### src/rtl/param_regfile.sv
// Parameterised two-read/one-write register file with a handshaked full-content
// dump engine that scans every register in address order.
module param_regfile #(
  parameter int DATA_W   = 32,
  parameter int ADDR_W   = 5,
  parameter int ZERO_REG = 1,
  parameter int BYPASS   = 1
) (
  input  logic              clk,
  input  logic              rst_n,
  input  logic [ADDR_W-1:0] rd_addr1,
  input  logic [ADDR_W-1:0] rd_addr2,
  output logic [DATA_W-1:0] rd_data1,
  output logic [DATA_W-1:0] rd_data2,
  input  logic              we,
  input  logic [ADDR_W-1:0] wr_addr,
  input  logic [DATA_W-1:0] wr_data,
  input  logic              dump_start,
  output logic              dump_busy,
  output logic              dump_valid,
  input  logic              dump_ready,
  output logic [ADDR_W-1:0] dump_addr,
  output logic [DATA_W-1:0] dump_data,
  output logic              dump_done
);

  localparam int DEPTH = 1 << ADDR_W;

  typedef enum logic [1:0] {IDLE, SCAN, DONE} dumpState_t;

  logic [DATA_W-1:0] regs [DEPTH];
  logic              wrEn;
  dumpState_t        state, nextState;
  logic [ADDR_W-1:0] idx, nextIdx;

  // rst_n gates the write so neither storage nor the bypass path sees we during reset
  assign wrEn = we && rst_n && !((ZERO_REG != 0) && (wr_addr == '0));

  always_ff @(posedge clk or negedge rst_n) begin
    if (!rst_n) begin
      for (int unsigned i = 0; i < DEPTH; i++) regs[i] <= '0;
    end else if (wrEn) begin
      regs[wr_addr] <= wr_data;
    end
  end

  function automatic logic [DATA_W-1:0] readReg(input logic [ADDR_W-1:0] a);
    if ((ZERO_REG != 0) && (a == '0)) return '0;
    if ((BYPASS != 0) && wrEn && (a == wr_addr)) return wr_data;
    return regs[a];
  endfunction

  always_comb begin
    rd_data1 = readReg(rd_addr1);
    rd_data2 = readReg(rd_addr2);
  end

  always_ff @(posedge clk or negedge rst_n) begin
    if (!rst_n) begin
      state <= IDLE;
      idx   <= '0;
    end else begin
      state <= nextState;
      idx   <= nextIdx;
    end
  end

  always_comb begin
    nextState  = state;
    nextIdx    = idx;
    dump_busy  = 1'b0;
    dump_valid = 1'b0;
    dump_done  = 1'b0;
    dump_addr  = '0;
    dump_data  = '0;
    case (state)
      IDLE: begin
        if (dump_start) begin
          nextState = SCAN;
          nextIdx   = '0;
        end
      end
      SCAN: begin
        dump_busy  = 1'b1;
        dump_valid = 1'b1;
        dump_addr  = idx;
        dump_data  = readReg(idx);
        if (dump_ready) begin
          if (idx == '1) nextState = DONE;
          else           nextIdx   = idx + 1'b1;
        end
      end
      DONE: begin
        dump_done = 1'b1;
        nextState = IDLE;
      end
      default: nextState = IDLE;
    endcase
  end

endmodule

### config.mk
export PLATFORM = sky130hd
export DESIGN_NAME = param_regfile
export DESIGN_NICKNAME = d
export VERILOG_FILES = /design/src/rtl/param_regfile.sv
export SDC_FILE = /design/constraint.sdc
export NUM_CORES = 2
export LEC_CHECK = 0
export CORE_MARGIN = 2
export CORE_UTILIZATION = 57
export DETAILED_ROUTE_END_ITERATION = 10
export PLACE_DENSITY_LB_ADDON = 0.15
export SLEW_MARGIN = 25
export SYNTH_ARGS = -nofsm -noshare
export SYNTH_HDL_FRONTEND = slang
export SYNTH_SLANG_ARGS = --single-unit
### constraint.sdc
create_clock -name clk -period 2.8 [get_ports clk]
set_clock_uncertainty 0.15 [all_clocks]
set_input_delay 0.28 -clock clk [delete_from_list [all_inputs] [get_ports clk]]
set_output_delay 0.28 -clock clk [all_outputs]
set_load 0.02 [all_outputs]
==> results.txt <==
Clock Path Buffers - 3
cell mode on critical path - buf_12
share of layout cells above drive strength 1 - 0.6206
Pint - 0.03822 W
Total GRT Usage - 0.4927
CTS tree - built
Worst-Skew Late Latency - 730 ps
Die Footprint - 115900 um^2
initial antenna violation count - 9
failing checks - setup timing
sequential cell area fraction in the yosys report - 0.3999
IO Port Bufs - 155
worst vdd ir - 0.6921 mV
DP Wirelength - 187100 um
Max stage delay on crit path - 690 ps
fraction of registers with async set/reset - 1.000
GRT overflow - 0
Mapped Cells - 4764
status - complete, but fails checks
number of max-cap violations - 0
Critical Path End Type - primary output
vias in the first global route - 53630
RSZ-0062 raised after global routing - true
Reg clk slew, reported paths - 60 ps
Root Buffer - clkbuf_16
drt drc - 0
ranking of synthesized cells by area - dfrtp_1, mux4_2, mux2_2
EDFF count, synth - 0
worst setup margin - -1138 ps
largest net degree at the start of global routing - 177
Synth Area per Inst - 13.54 um^2
Comb power frac - 0.406
Final Non-Filler Cells - 7136
min-delay worst type - in -> async
Min Hold Slack - 21.62 ps
Area growth syn-to-layout - 30.59%
worst path required time - 2370 ps
Vias/cell - 7.767
cts bufs inserted - 115
Filler cells - 6991
Core ar. - 112300 um^2
worst slew pin tran - 1105 ps
routed len/inst - 40.71 um
critical path peak fanout - 8
Slew Limit Fails - 0
Post-DRT Antenna Nets - 0
Cell variety after synth - 76
Rel. slew slack - 0.2636
Die Span Y - 340.4 um
Site Rows - 123
CTS H-tree depth - 3
# clock sinks - 1031
Period minus WS final - 3938 ps
Placer Congestion - 1.013
setup TNS - -37900 ps
Post-Syn Area - 64510 um^2
LEAKAGE - 36.85 nW
Final Cycle Share - 1.406
wirelength, routed - 290500 um
First-pass DRT Iterations - 8
sequential share of power - 0.317
startpoint types - register
Critical Path Slowest Stage Cell - a22oi_2
Fin. Hold Viols - 0
worst-path cell chain - buf_12 > buf_12 > mux4_2 > a22oi_2 > a31oi_1 > a22o_4 > buf_6
nets - 5586
Sw Pwr - 0.02123 W
maximum clock frequency - 253.9 MHz
Yosys top cell by area - dfrtp_1
Die Wd - 340.4 um
DR iter-0 viols - 9078
first-pass GRT wire length - 404200 um
initial core utilization - 0.5743
CP Class - reg -> out
IO Pins - 156
Top FF cell, synth - dfrtp_1
final setup fails - 85
top cell type's share of synthesized area - 0.3999
Worst Path Arrival - 3510 ps
switching fraction of total power - 0.3571
FF+latch count, synth - 1031
clock power share - 0.277
Cells after DPL - 6658
Post-Syn Nets - 4819
pwr/cell area - 705.7 nW/um^2
Via Count - 55420
Synth Warn # - 0
[cell usage after synthesis (8+ instances only)]
| cell type | instances |
|---|---|
| nand4_1 | 9 |
| a21oi_1 | 97 |
| mux2i_1 | 410 |
| buf_2 | 195 |
| clkbuf_1 | 255 |
| buf_4 | 30 |
| o221ai_1 | 30 |
| o22a_1 | 18 |
| o22ai_1 | 77 |
| or2_2 | 11 |
| buf_1 | 26 |
| mux2_2 | 1065 |
| nand3_1 | 18 |
| nand2b_1 | 18 |
| buf_8 | 8 |
| a221oi_1 | 111 |
| a32oi_1 | 9 |
| o21a_1 | 11 |
| buf_6 | 42 |
| a22oi_1 | 91 |
| a31oi_1 | 32 |
| and2_1 | 8 |
| nand2_1 | 142 |
| nor3_1 | 32 |
| o21ai_0 | 99 |
| nor2_1 | 87 |
| a22o_1 | 39 |
| and3_1 | 14 |
| xor2_1 | 10 |
| nor2b_1 | 19 |
| a221o_1 | 30 |
| dfrtp_1 | 1031 |
| a2111oi_0 | 13 |
| mux4_2 | 540 |
| a211oi_1 | 21 |
[routing by layer]
metal / GRT usage / wire length (um) / vias to the layer above
met3: 0.2404 / 47340 / 1657
met1: 0.6174 / 99080 / 28080
met5: 0.01716 / 334 / -
met2: 0.6539 / 116100 / 5281
met4: 0.3666 / 27670 / 14
li1: - / - / 20390
[metrics by stage]
stage	power, W	utilization	worst slack, ps	cell area (um^2)
2_1_floorplan	0.02927	-	2.694	64780
3_3_place_gp	0.03747	0.6587	-1004	74000
3_5_place_dp	0.03781	0.6588	-842.1	74010
4_1_cts	0.05708	0.7337	-953.9	82430
5_1_grt	0.06038	0.7497	-1046	84230
6_report	0.05946	0.7499	-1138	84250
[what timing repair did]
action / 4_1_cts / 5_1_grt
endpoints found under the setup margin: 97 / 100
pin swaps: 221 / 158
buffers inserted: 182 / 82
endpoints found under the hold margin: 20 / 0
hold buffers: 1 / 0
gates cloned: 22 / 3
gates resized for setup: 900 / 289
[logic make-up (layout without fill, tap and decap cells)]
| group | Yosys count | in the layout | share of synthesized area |
|---|---|---|---|
| DFF | 1031 | 1031 | 0.3999 |
| muxes | 2022 | 2022 | 0.4404 |
| xor gates and xnor gates | 17 | 17 | 0.002308 |
| other | 0 | 9 | 0 |
| and+or+nand+nor | 394 | 394 | 0.02911 |
| buffers and inverters | 568 | 1431 | 0.04562 |
| AOI/OAI and AO/OA | 729 | 729 | 0.08208 |
| adders and majority gates | 3 | 3 | 0.0005819 |
[cells in the final DEF, fill, tap and decap left out, types with 59 or more instances in the layout]
| master | Yosys | layout |
|---|---|---|
| a221oi_2 | 3 | 59 |
| a22oi_2 | 0 | 66 |
| buf_12 | 3 | 219 |
| buf_4 | 30 | 721 |
| buf_6 | 42 | 149 |
| clkbuf_16 | 0 | 123 |
| dfrtp_1 | 1031 | 1027 |
| mux2_2 | 1065 | 1063 |
| mux2i_1 | 410 | 382 |
| mux4_2 | 540 | 542 |
| nand2_1 | 142 | 112 |
[worst max-delay path: cells and delay by family (launching register included)]
family | cells | cell delay (ps)
buffers and inverters | 3 | 440
AO/OA/AOI/OAI | 3 | 1160
flip-flops | 1 | 590
multiplexers | 1 | 530
[final timing paths]
kind                                             start                     end  slack (ps)  cells past startpoint
worst min register to register  regs[1020]$_DFFE_PN0P_  regs[1020]$_DFFE_PN0P_         270                      0
worst max-delay path                idx[0]$_DFFE_PN0P_           dump_data[25]       -1140                      7
min in group clk                            dump_ready    state[1]$_DFFE_PN0P_          70                      2
worst min-delay path                             rst_n   regs[260]$_DFFE_PN0P_          20                      3
worst max register to register      idx[0]$_DFFE_PN0P_      idx[3]$_DFFE_PN0P_          70                     12
max in group asynchronous                        rst_n   regs[526]$_DFFE_PN0P_         500                      5
[area by class of cell]
type,instances,area (um^2),area share
timing repair buffer,1209,13430,0.1594
inverter,9,35.03,0.0004158
multi-input combinational,3165,39020,0.4631
clock inverter,42,568.0,0.006742
sequential,1031,25810,0.3064
tap,1500,1877,0.02228
antenna,9,22.52,0.0002673
clock buffer,171,3492,0.04145
[state kept, by name, summed over array words and instances (netlist names)]
name,cells
idx,5
state,2
regs,1024
[power by group through the flow]
stage	registers [W]	logic (W)	clock network, W
global placement	0.0188	0.0187	0
CTS	0.0187	0.0220	0.0164
detailed placement	0.0189	0.0189	0
finish	0.0188	0.0241	0.0165
floorplan	0.0183	0.0110	0
global route	0.0190	0.0244	0.0170
Note: power is estimated with default switching activity, not from simulation.
